File: src/rtl/pipeline_control_pkg.sv
// Shared encodings for the MIPS pipeline control unit: opcodes, ALU codes,
// control-bundle field offsets, bubble values and the MUL hold state type.
package pipeline_control_pkg;

  localparam int ALU_CODE_W = 3;

  // Opcodes of the instruction sitting in ID
  localparam logic [5:0] add_op  = 6'h20;
  localparam logic [5:0] sub_op  = 6'h22;
  localparam logic [5:0] mul_op  = 6'h1C;
  localparam logic [5:0] and_op  = 6'h24;
  localparam logic [5:0] or_op   = 6'h25;
  localparam logic [5:0] addi_op = 6'h08;
  localparam logic [5:0] lw_op   = 6'h23;
  localparam logic [5:0] sw_op   = 6'h2B;
  localparam logic [5:0] beq_op  = 6'h04;
  localparam logic [5:0] j_op    = 6'h02;

  // ALU operation codes; zero is reserved so a bubble never looks like ADD
  localparam logic [ALU_CODE_W-1:0] add_alu = 3'd1;
  localparam logic [ALU_CODE_W-1:0] sub_alu = 3'd2;
  localparam logic [ALU_CODE_W-1:0] mul_alu = 3'd3;
  localparam logic [ALU_CODE_W-1:0] and_alu = 3'd4;
  localparam logic [ALU_CODE_W-1:0] or_alu  = 3'd5;

  // Bundle field offsets: ex {ALUop, ALUsrc, RegDst}, mem {MEM_cs, MEM_we},
  // wb {Reg_we, MemToReg}
  localparam int EX_REGDST_BIT   = 0;
  localparam int EX_ALUSRC_BIT   = 1;
  localparam int EX_ALUOP_LSB    = 2;
  localparam int MEM_WE_BIT      = 0;
  localparam int MEM_CS_BIT      = 1;
  localparam int WB_MEMTOREG_BIT = 0;
  localparam int WB_REGWE_BIT    = 1;

  localparam logic [1:0] mem_bubble = 2'b00;
  localparam logic [1:0] wb_bubble  = 2'b00;

  typedef enum logic {
    RUN      = 1'b0,
    MUL_HOLD = 1'b1
  } mul_state_e;

  function automatic logic is_load(input logic [1:0] mem_ctrl);
    return mem_ctrl[MEM_CS_BIT] & ~mem_ctrl[MEM_WE_BIT];
  endfunction

endpackage

File: src/rtl/pipeline_control_if.sv
// ID-stage instruction fields in, stall/redirect controls and the
// per-stage control bundles out.
interface pipeline_control_if #(
  parameter int ALUOP_W    = 3,
  parameter int REG_ADDR_W = 5
);
  logic [5:0]            op_i;
  logic                  is_equal_i;
  logic [REG_ADDR_W-1:0] id_rs_i;
  logic [REG_ADDR_W-1:0] id_rt_i;
  logic                  pc_write_o;
  logic                  ifid_write_o;
  logic                  ifid_flush_o;
  logic                  jump_o;
  logic                  branch_o;
  logic [ALUOP_W+1:0]    ex_ctrl_o;
  logic [1:0]            mem_ctrl_o;
  logic [1:0]            wb_ctrl_o;
  logic                  mul_busy_o;

  modport master (
    output op_i, is_equal_i, id_rs_i, id_rt_i,
    input  pc_write_o, ifid_write_o, ifid_flush_o, jump_o, branch_o,
           ex_ctrl_o, mem_ctrl_o, wb_ctrl_o, mul_busy_o
  );

  modport slave (
    input  op_i, is_equal_i, id_rs_i, id_rt_i,
    output pc_write_o, ifid_write_o, ifid_flush_o, jump_o, branch_o,
           ex_ctrl_o, mem_ctrl_o, wb_ctrl_o, mul_busy_o
  );
endinterface

File: src/rtl/pipeline_control_decoder.sv
// Pure combinational opcode decode into the EX/MEM/WB control bundles.
// Anything not recognised (including J and BEQ) decodes to an all-zero bubble.
module control_decoder
  import pipeline_control_pkg::*;
#(
  parameter int ALUOP_W = 3
) (
  input  logic [5:0]         op,
  output logic [ALUOP_W+1:0] ex_ctrl,
  output logic [1:0]         mem_ctrl,
  output logic [1:0]         wb_ctrl,
  output logic               is_mul
);

  // Bundle lookup; defaults give the bubble
  always_comb begin
    ex_ctrl  = '0;
    mem_ctrl = mem_bubble;
    wb_ctrl  = wb_bubble;
    is_mul   = 1'b0;
    case (op)
      add_op, sub_op, mul_op, and_op, or_op: begin
        ex_ctrl[EX_REGDST_BIT]  = 1'b1;
        wb_ctrl[WB_REGWE_BIT]   = 1'b1;
        case (op)
          sub_op:  ex_ctrl[EX_ALUOP_LSB +: ALUOP_W] = ALUOP_W'(sub_alu);
          mul_op:  ex_ctrl[EX_ALUOP_LSB +: ALUOP_W] = ALUOP_W'(mul_alu);
          and_op:  ex_ctrl[EX_ALUOP_LSB +: ALUOP_W] = ALUOP_W'(and_alu);
          or_op:   ex_ctrl[EX_ALUOP_LSB +: ALUOP_W] = ALUOP_W'(or_alu);
          default: ex_ctrl[EX_ALUOP_LSB +: ALUOP_W] = ALUOP_W'(add_alu);
        endcase
        is_mul = (op == mul_op);
      end
      addi_op: begin
        ex_ctrl[EX_ALUOP_LSB +: ALUOP_W] = ALUOP_W'(add_alu);
        ex_ctrl[EX_ALUSRC_BIT]           = 1'b1;
        wb_ctrl[WB_REGWE_BIT]            = 1'b1;
      end
      lw_op: begin
        ex_ctrl[EX_ALUOP_LSB +: ALUOP_W] = ALUOP_W'(add_alu);
        ex_ctrl[EX_ALUSRC_BIT]           = 1'b1;
        mem_ctrl[MEM_CS_BIT]             = 1'b1;
        wb_ctrl[WB_REGWE_BIT]            = 1'b1;
        wb_ctrl[WB_MEMTOREG_BIT]         = 1'b1;
      end
      sw_op: begin
        ex_ctrl[EX_ALUOP_LSB +: ALUOP_W] = ALUOP_W'(add_alu);
        ex_ctrl[EX_ALUSRC_BIT]           = 1'b1;
        mem_ctrl[MEM_CS_BIT]             = 1'b1;
        mem_ctrl[MEM_WE_BIT]             = 1'b1;
      end
      default: ;
    endcase
  end

endmodule

File: src/rtl/pipeline_control.sv
// Pipeline control unit: ID decode, ID/EX -> EX/MEM -> MEM/WB control
// registers, load-use stall, multi-cycle MUL hold and ID-stage BEQ/J redirect.
//
// state    | meaning
// RUN      | pipeline advancing normally
// MUL_HOLD | MUL in EX: ID/EX frozen, bubbles into EX/MEM, PC/IF-ID stalled
//
// The MUL is entered into MUL_HOLD on the edge that loads it into ID/EX and
// stays there MUL_LATENCY-1 cycles; it then spends one ordinary RUN cycle in
// EX and moves into EX/MEM on the following edge, so it occupies EX for
// MUL_LATENCY cycles in total.
module pipeline_control
  import pipeline_control_pkg::*;
#(
  parameter int ALUOP_W     = 3,
  parameter int REG_ADDR_W  = 5,
  parameter int MUL_LATENCY = 3
) (
  input  logic               clk_i,
  input  logic               rst_i,
  pipeline_control_if.slave  bus
);

  localparam int CNT_W = (MUL_LATENCY > 1) ? $clog2(MUL_LATENCY) : 1;

  logic [ALUOP_W+1:0]    dec_ex;
  logic [1:0]            dec_mem;
  logic [1:0]            dec_wb;
  logic                  dec_is_mul;

  logic [ALUOP_W+1:0]    idex_ex;
  logic [1:0]            idex_mem;
  logic [1:0]            idex_wb;
  logic [REG_ADDR_W-1:0] idex_rt;
  logic [1:0]            exmem_mem;
  logic [1:0]            exmem_wb;
  logic [1:0]            memwb_wb;

  mul_state_e            state, state_nxt;
  logic [CNT_W-1:0]      cnt, cnt_nxt;

  logic                  mul_hold;
  logic                  load_stall;
  logic                  stall;
  logic                  jump;
  logic                  branch;

  control_decoder #(.ALUOP_W(ALUOP_W)) u_decoder (
    .op       (bus.op_i),
    .ex_ctrl  (dec_ex),
    .mem_ctrl (dec_mem),
    .wb_ctrl  (dec_wb),
    .is_mul   (dec_is_mul)
  );

  // Hazard detection and ID-stage redirect; any stall suppresses the redirect
  always_comb begin
    mul_hold   = (state == MUL_HOLD);
    load_stall = !mul_hold && is_load(idex_mem) && (idex_rt != '0) &&
                 ((idex_rt == bus.id_rs_i) || (idex_rt == bus.id_rt_i));
    stall      = mul_hold || load_stall;
    jump       = 1'b0;
    branch     = 1'b0;
    if (!stall) begin
      jump   = (bus.op_i == j_op);
      branch = (bus.op_i == beq_op) && bus.is_equal_i;
    end
  end

  assign bus.pc_write_o   = !stall;
  assign bus.ifid_write_o = !stall;
  assign bus.jump_o       = jump;
  assign bus.branch_o     = branch;
  assign bus.ifid_flush_o = jump || branch;
  assign bus.mul_busy_o   = mul_hold;
  assign bus.ex_ctrl_o    = idex_ex;
  assign bus.mem_ctrl_o   = exmem_mem;
  assign bus.wb_ctrl_o    = memwb_wb;

  // MUL hold next-state: down-counter with terminal count at 1
  always_comb begin
    state_nxt = state;
    cnt_nxt   = cnt;
    case (state)
      RUN: begin
        if (!stall && dec_is_mul && (MUL_LATENCY > 1)) begin
          state_nxt = MUL_HOLD;
          cnt_nxt   = CNT_W'(MUL_LATENCY - 1);
        end
      end
      MUL_HOLD: begin
        cnt_nxt = cnt - CNT_W'(1);
        if (cnt == CNT_W'(1)) state_nxt = RUN;
      end
      default: state_nxt = RUN;
    endcase
  end

  // MUL hold state register
  always_ff @(posedge clk_i or posedge rst_i) begin
    if (rst_i) begin
      state <= RUN;
      cnt   <= '0;
    end else begin
      state <= state_nxt;
      cnt   <= cnt_nxt;
    end
  end

  // Control pipeline registers: ID/EX freezes under MUL hold and takes a
  // bubble on a load-use stall; EX/MEM takes bubbles while the MUL is held
  always_ff @(posedge clk_i or posedge rst_i) begin
    if (rst_i) begin
      idex_ex   <= '0;
      idex_mem  <= mem_bubble;
      idex_wb   <= wb_bubble;
      idex_rt   <= '0;
      exmem_mem <= mem_bubble;
      exmem_wb  <= wb_bubble;
      memwb_wb  <= wb_bubble;
    end else begin
      memwb_wb <= exmem_wb;
      if (mul_hold) begin
        exmem_mem <= mem_bubble;
        exmem_wb  <= wb_bubble;
      end else begin
        exmem_mem <= idex_mem;
        exmem_wb  <= idex_wb;
        if (load_stall) begin
          idex_ex  <= '0;
          idex_mem <= mem_bubble;
          idex_wb  <= wb_bubble;
          idex_rt  <= '0;
        end else begin
          idex_ex  <= dec_ex;
          idex_mem <= dec_mem;
          idex_wb  <= dec_wb;
          idex_rt  <= bus.id_rt_i;
        end
      end
    end
  end

endmodule

File: src/flat_wrapper.sv
// flat-port wrapper written by rule: the top's interface ports become plain ports
module pipeline_control_flat import pipeline_control_pkg::*;
#(
  parameter int ALUOP_W     = 3,
  parameter int REG_ADDR_W  = 5,
  parameter int MUL_LATENCY = 3
)
  (clk_i, rst_i, bus_op_i, bus_is_equal_i, bus_id_rs_i, bus_id_rt_i, bus_pc_write_o, bus_ifid_write_o, bus_ifid_flush_o, bus_jump_o, bus_branch_o, bus_ex_ctrl_o, bus_mem_ctrl_o, bus_wb_ctrl_o, bus_mul_busy_o);
  pipeline_control_if #(.ALUOP_W(ALUOP_W), .REG_ADDR_W(REG_ADDR_W)) bus_i ();
  input  logic clk_i;
  input  logic rst_i;
  input wire logic [$bits(bus_i.op_i)-1:0] bus_op_i;
  input wire logic [$bits(bus_i.is_equal_i)-1:0] bus_is_equal_i;
  input wire logic [$bits(bus_i.id_rs_i)-1:0] bus_id_rs_i;
  input wire logic [$bits(bus_i.id_rt_i)-1:0] bus_id_rt_i;
  output wire logic [$bits(bus_i.pc_write_o)-1:0] bus_pc_write_o;
  output wire logic [$bits(bus_i.ifid_write_o)-1:0] bus_ifid_write_o;
  output wire logic [$bits(bus_i.ifid_flush_o)-1:0] bus_ifid_flush_o;
  output wire logic [$bits(bus_i.jump_o)-1:0] bus_jump_o;
  output wire logic [$bits(bus_i.branch_o)-1:0] bus_branch_o;
  output wire logic [$bits(bus_i.ex_ctrl_o)-1:0] bus_ex_ctrl_o;
  output wire logic [$bits(bus_i.mem_ctrl_o)-1:0] bus_mem_ctrl_o;
  output wire logic [$bits(bus_i.wb_ctrl_o)-1:0] bus_wb_ctrl_o;
  output wire logic [$bits(bus_i.mul_busy_o)-1:0] bus_mul_busy_o;
  assign bus_i.op_i = bus_op_i;
  assign bus_i.is_equal_i = bus_is_equal_i;
  assign bus_i.id_rs_i = bus_id_rs_i;
  assign bus_i.id_rt_i = bus_id_rt_i;
  assign bus_pc_write_o = bus_i.pc_write_o;
  assign bus_ifid_write_o = bus_i.ifid_write_o;
  assign bus_ifid_flush_o = bus_i.ifid_flush_o;
  assign bus_jump_o = bus_i.jump_o;
  assign bus_branch_o = bus_i.branch_o;
  assign bus_ex_ctrl_o = bus_i.ex_ctrl_o;
  assign bus_mem_ctrl_o = bus_i.mem_ctrl_o;
  assign bus_wb_ctrl_o = bus_i.wb_ctrl_o;
  assign bus_mul_busy_o = bus_i.mul_busy_o;
  pipeline_control #(.ALUOP_W(ALUOP_W), .REG_ADDR_W(REG_ADDR_W), .MUL_LATENCY(MUL_LATENCY)) u_core (.clk_i(clk_i), .rst_i(rst_i), .bus(bus_i));
endmodule
File: config.mk
export PLATFORM = sky130hd
export DESIGN_NAME = pipeline_control_flat
export DESIGN_NICKNAME = d
export VERILOG_FILES = /design/src/rtl/pipeline_control_pkg.sv /design/src/rtl/pipeline_control_if.sv /design/src/rtl/pipeline_control_decoder.sv /design/src/rtl/pipeline_control.sv /design/src/flat_wrapper.sv
export SDC_FILE = /design/constraint.sdc
export NUM_CORES = 1
export LEC_CHECK = 0
export BUFFER_PORTS_ARGS = -buffer_cell sky130_fd_sc_hd__buf_2
export CORE_MARGIN = 3
export CORE_UTILIZATION = 40
export CTS_CLUSTER_SIZE = 24
export DETAILED_ROUTE_END_ITERATION = 10
export PLACE_DENSITY = 0.63
export SLEW_MARGIN = 30
export SYNTH_ARGS = -nofsm -noshare
export SYNTH_HDL_FRONTEND = slang
export SYNTH_HIERARCHICAL = 1
export SYNTH_SLANG_ARGS = --single-unit
File: constraint.sdc
create_clock -name clk_i -period 2.4 [get_ports clk_i]
set_clock_uncertainty 0.1 [all_clocks]
set_input_delay 0.36 -clock clk_i [delete_from_list [all_inputs] [get_ports clk_i]]
set_output_delay 0.36 -clock clk_i [all_outputs]
set_load 0.005 [all_outputs]
==> flow_summary.ini, run 1 <==
[power]
p_sw_uw = 532.9
pwr-share-comb = 0.462
ir_worst_vdd_v = 0.0002376
p_int_uw = 824.0
seq_power_share = 0.401
swShare = 0.3928
p_leak_nw = 0.7782
powerDensity_nw_per_um2 = 779.1
power_frac_clock = 0.137

[synth]
netlist_instances = 143
ys_ff_latch = 23
post_synth_fa_ha_maj_area_fraction = 0.008576
synth_top_family_by_area = compound AO/OA/AOI/OAI gates
avgSynthCellArea_sq_um = 10.20
synth_top_area_cell = dfrtp_1
synthesis.nets = 163
synthXorXnorAreaFrac = 0.06604
syn_area_sq_um = 1459
async_reset_ff_frac = 1.000
yosysTopAreaCellShare = 0.3945
ys_types = 45
synth_warnings = 6
synth_edf_count = 0
synth-compound-area-share = 0.1938
synthSimpleGateAreaFrac = 0.1664
synth.area.mux_share = 0.09605
netlist_top_cells_area = dfrtp_1 39%, mux2i_1 9.6%, a21oi_2 6.0%
ys_seq_area_frac = 0.3945
synth_ff_type = dfrtp_1

[timing]
hold_viol_final = 23
min_period_ns = 2.405
worst_slew_pin_slew_ns = 0.8254
setup_viol = 2
drv_slew = 0
fin_crit_sh = 1.002
rsz0062_at_grt = true
setup_tns_ns = -0.006221
fmax_mhz = 415.8
max_slew_margin = 0.4464
setup_slack_ns = -0.004756
timing.hold.ws_ns = -0.02093

[clock_tree]
cts.sinks = 23
clk_latency_ns = 0.32
cts_tree = yes
hold_buffers = 0
h-tree-depth = 1
clk_path_buf_depth = 2
cts_buffers = 3
clkTransAtPathRegs_ns = 0.13
cts-root-buf = clkbuf_4

[floorplanning]
die_y_microns = 66.39
pin_count = 34
die_w_microns = 66.39
fp-row-count = 21
dieArea_sq_um = 4408
coreArea_sq_um = 3416
start_util = 0.4271

[route]
drt_iter0_drc = 44
vias = 1211
postRouteAntennaNets = 0
routedWlPerCell_microns = 14.94
drt_pass1_iterations = 4
routed_wl_mm = 3.332
drc = 0
viasPerCell = 5.430

[place]
place.gp.congestion = 0.8186
hpwl_mm = 2.361
portBuffers = 33
place_area_sq_um = 1660

[flow_run]
drv_cap = 0

[global_routing]
antenna_found_initial = 0
grtUsageTotal = 0.1620
grt_pass1_wl_mm = 5.471
grt_overflow = 0
grt_max_degree = 27
first_global_vias = 1110

[worst_setup_path]
cp-start-kind = register
crit_fanout = 6
r2r-start = u_core/idex_rt[2]
end_kind = primary output
critPathRequiredTime_ns = 1.94
crit_type = register to primary output
crit_arrival_ns = 1.94
crit_path_start = u_core/idex_rt[2]

[finish]
areaGrowthSynthToFinish_pct = 19.38
final_nets = 198
stdcell_area_sq_um = 1742
drive_above_1_share = 0.3672
n_antenna_cell = 0
post-route-util = 0.5099

[run_status]
status = complete, but fails checks
violations = negative hold slack, negative setup slack

[min_path]
min_path_type = input pin to asynchronous set/reset pin
-- worst max-delay path, stage by stage (launching register included) --
cell and delay [ns]:
dfrtp_1 0.42, or4_4 0.55, nor2_4 0.12, nor3b_4 0.08, buf_4 0.18, a21oi_2 0.15
buf_2 0.13
-- kinds of logic (layout without fill, tap and decap cells) --
logic type	after synthesis	after routing
compound gates	35	35
xor+xnor	11	11
fa+ha+maj	1	1
buf+inv	20	54
flops	23	23
mux	14	14
simple gates	39	39
-- Yosys cell counts (2+ instances only) --
master     count
nor3_1         4
dfrtp_1       23
and2_1         2
clkbuf_1       5
buf_4          3
and3_1         2
o21ai_0        3
a21oi_1        7
inv_1          6
nor2b_1        5
nand3b_1       2
a21oi_2       10
nor2_1         4
nand3_1        3
or4_1          2
buf_2          3
xnor2_1       10
o32a_1         2
nand2b_1       3
mux2i_1       14
nand2_1        4
o22ai_1        2
a2111oi_2      2
-- final timing paths --
| check | to | slack (ns) | cells after the start |
|---|---|---|---|
| max | bus_pc_write_o | -0.005 | 6 |
| min | u_core/bus.wb_ctrl_o[0] | -0.02 | 2 |
| max reg2reg | u_core/cnt[0] | 0.59 | 5 |
| min reg2reg | u_core/bus.wb_ctrl_o[0] | 0.27 | 0 |
| max in group asynchronous | u_core/bus.ex_ctrl_o[1] | 1.84 | 2 |
| min in group clk_i | u_core/idex_rt[1] | 0.24 | 3 |
-- layer usage --
metal | GRT usage | vias to the layer above | wire length [microns]
met2 | 0.2342 | 32 | 1618
met1 | 0.2355 | 589 | 1529
li1 | - | 584 | -
met4 | 0.08122 | 0 | 61
met5 | 0 | - | 0
met3 | 0.01871 | 6 | 123
-- metrics by stage --
step | total power, mW | instances | setup WS [ns]
3_3_place_gp | 1.108 | 215 | 0.2039
4_1_cts | 1.337 | 223 | -0.06934
2_1_floorplan | 0.9898 | 143 | 0.2767
5_1_grt | 1.453 | 223 | -0.1016
6_report | 1.357 | 223 | -0.004756
3_5_place_dp | 1.132 | 215 | 0.1659
-- power groups by stage --
stage          combinational, mW  clock, mW  sequential [mW]
3_5_place_dp               0.579          0            0.553
4_1_cts                    0.611      0.189            0.537
6_report                   0.627      0.186            0.544
5_1_grt                    0.686      0.207            0.560
3_3_place_gp               0.560          0            0.548
2_1_floorplan              0.450          0            0.540
-- sequential cells by signal (all words and copies together) (netlist names) --
signal / count
u_core/bus.ex_ctrl_o: 5
u_core/idex_rt: 5
u_core/bus.mem_ctrl_o: 2
u_core/bus.wb_ctrl_o: 2
u_core/cnt: 2
u_core/exmem_wb: 2
u_core/idex_mem: 2
u_core/idex_wb: 2
u_core/bus.mul_busy_o: 1
-- cell usage in the layout, fill, tap and decap left out, types with 2 or more instances in the layout --
cell type	instances
and3_1	2
nand3_1	3
inv_1	5
a21oi_2	10
nand2b_1	3
mux2i_1	14
nor2_1	4
o21ai_0	3
buf_4	10
dfrtp_1	23
buf_2	33
nand2_1	4
nor3_1	4
and2_1	2
nand3b_1	2
a21oi_1	7
o32a_1	2
clkbuf_4	3
nor2b_1	5
xnor2_1	10
-- final cells by class --
cell class	instances	area, sq um
clock buffers	4	26.28
inverters	6	22.52
flip-flops and latches	23	575.6
well taps	46	57.56
fillers	326	1674
repair buffers	44	251.5
multi-input cells	100	808.3
-- what timing repair did --
item / 4_1_cts / 5_1_grt
endpoints found under the setup margin: 3 / 5
setup buffers: 4 / 0
gates resized for setup: 0 / 4
pin swaps: 4 / 1
cloned: 0 / 0
hold endpoints to repair: 0 / 0
Note: power is estimated with default switching activity, not from simulation.
==> run 2, diff against run 1 <==
GPL_ROUTABILITY_DRIVEN = 1   (was not set)
PLACE_DENSITY = 0.64   (was 0.63)
SYNTH_HIERARCHICAL = not set   (was 1)
==> flow_summary.ini, run 2 <==
[timing]
setup_slack_ns = 0.1771
min_period_ns = 2.223
worst_slew_pin_slew_ns = 0.8571
drv_slew = 0
setup_viol = 0
hold_viol_final = 0
fmax_mhz = 449.9
setup_tns_ns = 0
fin_crit_sh = 0.9262
rsz0062_at_grt = false
max_slew_margin = 0.4280

[global_routing]
grt_overflow = 0
grtUsageTotal = 0.1440
grt_pass1_wl_mm = 4.823
antenna_found_initial = 0
grt_max_degree = 26
first_global_vias = 1083

[worst_setup_path]
worst_path_max_delay_cell = dfrtp_1
cp-start-kind = register
path_cells = nor3_2 -> a211oi_4 -> buf_4 -> a221oi_1 -> buf_2
cp_top_family = flip-flops
crit_type = register to primary output
crit_arrival_ns = 1.76
crit_fanout = 5
slowest_delay_ns = 0.45
end_kind = primary output
critPathBufInv = 2
critPathRequiredTime_ns = 1.94

[finish]
final_nets = 195
layout_commonest_cell = buf_2
fillers = 309
seqCellArea_sq_um = 575.6
mostFrequentLayoutCells = 33 x buf_2, 23 x dfrtp_1, 10 x xnor2_1, 10 x a21oi_1, 9 x nor2_1
n_antenna_cell = 0
multiInputGateArea_sq_um = 714.4
drive_above_1_share = 0.2989
areaGrowthSynthToFinish_pct = 18.26

[route]
drc = 0
routed_wl_mm = 2.917
viasPerCell = 5.376
drt_pass1_iterations = 4
vias = 1172
drt_iter0_drc = 48
routedWlPerCell_microns = 13.38
postRouteAntennaNets = 0

[clock_tree]
cts_tree = yes
cts.sinks = 23
clk_latency_ns = 0.30
clkTransAtPathRegs_ns = 0.12
clk_path_buf_depth = 2
cts_buffers = 3
h-tree-depth = 1
cts-root-buf = clkbuf_4

[flow_run]
drv_cap = 0

[synth]
synth_top_cells_by_count = 23 x dfrtp_1, 10 x a21oi_1, 10 x xnor2_1
syn_area_sq_um = 1370
netlist_instances = 141
synth_top_family_by_area = compound AO/OA/AOI/OAI gates
synthSimpleGateAreaFrac = 0.1735
ys_seq_area_frac = 0.4201
synth-compound-area-share = 0.2155
post_synth_fa_ha_maj_area_fraction = 0.009132
synth_warnings = 0
async_reset_ff_frac = 1.000
synth_top_area_cell = dfrtp_1
yosysTopAreaCellShare = 0.4201
synthesis.nets = 161
ys_types = 39
synth_ff_type = dfrtp_1
synth.area.mux_share = 0.05114
avgSynthCellArea_sq_um = 9.717
ys_ff_latch = 23
netlist_top_cells_area = dfrtp_1 42%, xnor2_1 6.4%, mux2i_1 5.1%
yosysMostFrequentCell = dfrtp_1
synth_edf_count = 0
synthXorXnorAreaFrac = 0.06393

[floorplanning]
dieArea_sq_um = 4163
pin_count = 34
start_util = 0.4345
die_w_microns = 64.53
fp-row-count = 20
coreArea_sq_um = 3153
die_y_microns = 64.53

[power]
powerDensity_nw_per_um2 = 823.6
p_sw_uw = 519.1
ir_worst_vdd_v = 0.0005020
p_leak_nw = 0.7402
swShare = 0.3890
power_frac_clock = 0.130
seq_power_share = 0.425
pwr-share-comb = 0.445
p_int_uw = 815.4

[place]
dp_slack_ns = 0.3408
hpwl_mm = 2.194
place.gp.congestion = 0.8691
portBuffers = 33

[min_path]
min_path_type = input pin to asynchronous set/reset pin

[run_status]
status = completed
run 2: cell count changes after synthesis, sizes merged, moves of 4 or more:
| cell | previous run | this run |
|---|---|---|
| a21oi | 17 | 10 |
| mux2i | 14 | 7 |
| o21ai | 3 | 9 |
| a211oi | 0 | 4 |
| a32oi | 0 | 4 |
| nor2 | 5 | 9 |
run 2: area by class of cell:
cell class,count,area share
Multi-Input combinational cell,99,0.4409
Sequential cell,23,0.3552
Timing Repair Buffer,40,0.1344
Tap cell,44,0.03398
Inverter,8,0.01853
Clock buffer,3,0.01390
Clock inverter,1,0.003089
run 2: timing repair:
| action | in CTS | in global routing |
|---|---|---|
| endpoints found under the setup margin | 1 | 5 |
| gates resized for setup | 1 | 1 |
| hold buffers | 0 | 0 |
| pin swaps | 1 | 1 |
| setup buffers | 0 | 4 |
run 2: path summary, 6_finish.rpt:
path,startpoint,to,slack (ns),cells after the start
min reg2reg,u_core.exmem_wb[1],u_core.bus.wb_ctrl_o[1],0.28,0
min,rst_i,u_core.bus.mem_ctrl_o[1],0.12,2
max,u_core.idex_rt[4],bus_ifid_flush_o,0.18,5
max reg2reg,u_core.bus.mul_busy_o,u_core.cnt[0],0.70,5
max in group asynchronous,rst_i,u_core.bus.ex_ctrl_o[3],1.56,2
min in group clk_i,bus_id_rt_i[3],u_core.idex_rt[3],0.25,3
run 2: cell families after synthesis:
logic type / after synthesis
buf+inv: 19
mux: 7
compound gates: 39
simple gates: 42
xor+xnor: 10
fa+ha+maj: 1
flops: 23
run 2: layer usage:
layer	part of all wire	GRT usage
met5	0	0
met4	0	0.01319
met3	0.044	0.03986
met2	0.50	0.2487
met1	0.45	0.1863
run 2: stage by stage:
step / cell area [sq um] / total power [mW] / hold slack, ns / util / std cells
floorplan: 1370 / 0.9904 / 0.2312 / - / 141
global placement: 1551 / 1.130 / 0.2465 / 0.4921 / 210
detailed placement: 1551 / 1.147 / 0.2602 / 0.4921 / 210
CTS: 1584 / 1.333 / 0.1328 / 0.5024 / 214
global route: 1620 / 1.438 / 0.1522 / 0.5139 / 218
finish: 1620 / 1.335 / 0.1163 / 0.5139 / 218
run 2: power groups by stage:
stage	combinational, mW	sequential [mW]	clock [mW]
2_1_floorplan	0.426	0.564	0
3_5_place_dp	0.575	0.571	0
3_3_place_gp	0.564	0.567	0
4_1_cts	0.583	0.567	0.183
5_1_grt	0.659	0.581	0.197
6_report	0.594	0.567	0.173
==> run 3, diff against run 2 <==
ABC_AREA = 1   (was not set)
BUFFER_PORTS_ARGS = -buffer_cell sky130_fd_sc_hd__buf_4   (was -buffer_cell sky130_fd_sc_hd__buf_2)
==> flow_summary.ini, run 3 <==
[place]
dp_slack_ns = 0.5465
portBuffers = 33
place_area_sq_um = 1572
place.gp.congestion = 0.7935
dp_cells = 255
hpwl_mm = 2.144

[finish]
layout_commonest_cell = nand2_1
n_antenna_cell = 0
multiInputGateArea_sq_um = 565.5
fillers = 298
areaGrowthSynthToFinish_pct = 25.07
stdcell_area_sq_um = 1610
seqCellArea_sq_um = 575.6
final_nets = 238
drive_above_1_share = 0.1982
mostFrequentLayoutCells = 51 x nand2_1, 35 x buf_4, 30 x inv_1
instances_no_fill = 259

[route]
vias = 1231
drt_pass1_iterations = 4
postRouteAntennaNets = 0
viasPerCell = 4.753
drt_iter0_drc = 66
drc = 0
routedWlPerCell_microns = 10.61
routed_wl_mm = 2.748

[floorplanning]
die_y_microns = 62.74
start_util = 0.4439
pin_count = 34
fp-row-count = 19
die_w_microns = 62.74
coreArea_sq_um = 2900
dieArea_sq_um = 3936

[power]
p_sw_uw = 300.0
seq_power_share = 0.510
p_int_uw = 603.6
swShare = 0.3320
p_leak_nw = 0.9722
total_power_uw = 903.6
power_frac_clock = 0.208
ir_worst_vdd_v = 0.0002661
powerDensity_nw_per_um2 = 561.2
pwr-share-comb = 0.282

[timing]
setup_viol = 0
timing.hold.ws_ns = -0.01994
setup_tns_ns = 0
rsz0062_at_grt = false
hold_viol_final = 23
fin_crit_sh = 0.9098
setup_slack_ns = 0.2165
worst_slew_pin_slew_ns = 0.7957
max_slew_margin = 0.4663
drv_slew = 0
min_period_ns = 2.183
fmax_mhz = 458.0

[synth]
async_reset_ff_frac = 1.000
netlist_top_cells_area = dfrtp_1 45%, nand2_1 15%, nand3_1 9.3%
avgSynthCellArea_sq_um = 7.035
synth_ff_type = dfrtp_1
synth_edf_count = 0
synthesis.nets = 203
synth_top_cells_by_count = 51 x nand2_1, 31 x inv_1, 24 x nand3_1
synth_warnings = 0
yosysMostFrequentCell = nand2_1
netlist_instances = 183
yosysTopAreaCellShare = 0.4470
ys_seq_area_frac = 0.4470
ys_ff_latch = 23
ys_types = 24
syn_area_sq_um = 1287
synth_top_area_cell = dfrtp_1

[clock_tree]
clk_path_buf_depth = 2
cts_tree = yes
cts-root-buf = clkbuf_4
cts_buffers = 3
clkTransAtPathRegs_ns = 0.13
clk_latency_ns = 0.32
h-tree-depth = 1
cts.sinks = 23

[worst_setup_path]
crit_type = register to primary output
crit_fanout = 16
path_cells = inv_1 -> nand2_1 -> nand2_1 -> nor2_1 -> nand3_1 -> nand2_2 -> nand2_8 -> nand2_1 -> inv_1 -> buf_4
critPathRequiredTime_ns = 1.94
end_kind = primary output
worst_path_max_delay_cell = dfrtp_1
cp_common_cell = nand2_1
slowest_delay_ns = 0.40
crit_arrival_ns = 1.72
cp-start-kind = register

[global_routing]
grtUsageTotal = 0.1528
antenna_found_initial = 0
grt_overflow = 0
grt_max_degree = 25
first_global_vias = 1166
grt_pass1_wl_mm = 4.871

[run_status]
violations = negative hold slack
status = complete, but fails checks

[min_path]
min_path_type = input pin to asynchronous set/reset pin

[flow_run]
drv_cap = 0
## run 3: cell count changes after synthesis, moves of 6 or more
cell,delta
mux2i_1,-7
nor2_1,+13
xnor2_1,-8
nand3_1,+21
a21oi_1,-8
nand2_1,+44
inv_1,+24
nor2b_1,-6
## run 3: critical path, delay by kind of cell (launching register included)
kind	cells	cell delay, ns
and+or+nand+nor	7	0.71
DFF	1	0.40
buffers and inverters	3	0.28
## run 3: repair_timing
item | CTS | global route
buffers inserted | 0 | 0
gates resized for setup | 0 | 1
hold endpoints to repair | 0 | 0
hold buffers | 0 | 0
endpoints found under the setup margin | 0 | 1
## run 3: cell families after synthesis
kind of cell	Yosys count	synth area share
DFF	23	0.4470
buffers and inverters	38	0.1205
xor gates and xnor gates	3	0.02041
and+or+nand+nor	106	0.3537
AOI/OAI and AO/OA	12	0.04859
adders and majority gates	1	0.009717
## run 3: path summary, 6_finish.rpt
kind                                          from  slack (ns)  cells after the start                      end
worst max-delay path             u_core.idex_rt[2]        0.22                     10         bus_ifid_write_o
worst min-delay path                         rst_i       -0.02                      2  u_core.bus.wb_ctrl_o[1]
worst max register to register   u_core.idex_rt[2]        0.84                      9    u_core.bus.mul_busy_o
worst min register to register  u_core.exmem_wb[0]        0.27                      0  u_core.bus.wb_ctrl_o[0]
max in group asynchronous                    rst_i        1.85                      2    u_core.bus.mul_busy_o
min in group clk_i                  bus_id_rt_i[4]        0.19                      3        u_core.idex_rt[4]
## run 3: metal layers
metal | GRT usage | vias to the layer above | wire length [microns]
li1 | - | 628 | -
met1 | 0.1846 | 572 | 1218
met2 | 0.2676 | 27 | 1363
met3 | 0.02338 | 4 | 121
met4 | 0.06612 | 0 | 44
met5 | 0 | - | 0
## run 3: metrics by stage
stage                 util  hold WS (ns)
floorplan                -        0.2312
detailed placement  0.5418        0.2416
global route        0.5552       0.02413
finish              0.5552      -0.01994
CTS                 0.5522        0.1337
global placement    0.5418        0.2345
## run 3: power by group through the flow
stage,combinational [mW],clock (mW),sequential (mW)
6_report,0.255,0.188,0.461
3_3_place_gp,0.245,0,0.468
4_1_cts,0.256,0.194,0.462
3_5_place_dp,0.255,0,0.470
2_1_floorplan,0.162,0,0.466
5_1_grt,0.293,0.213,0.468
## run 3: area by class of cell
| class | count | share of cell area |
|---|---|---|
| clock buffers | 3 | 0.01399 |
| clock inverters | 1 | 0.004662 |
| inverters | 33 | 0.07692 |
| multi-input cells | 122 | 0.3512 |
| flip-flops and latches | 23 | 0.3574 |
| well taps | 42 | 0.03263 |
| repair buffers | 35 | 0.1632 |
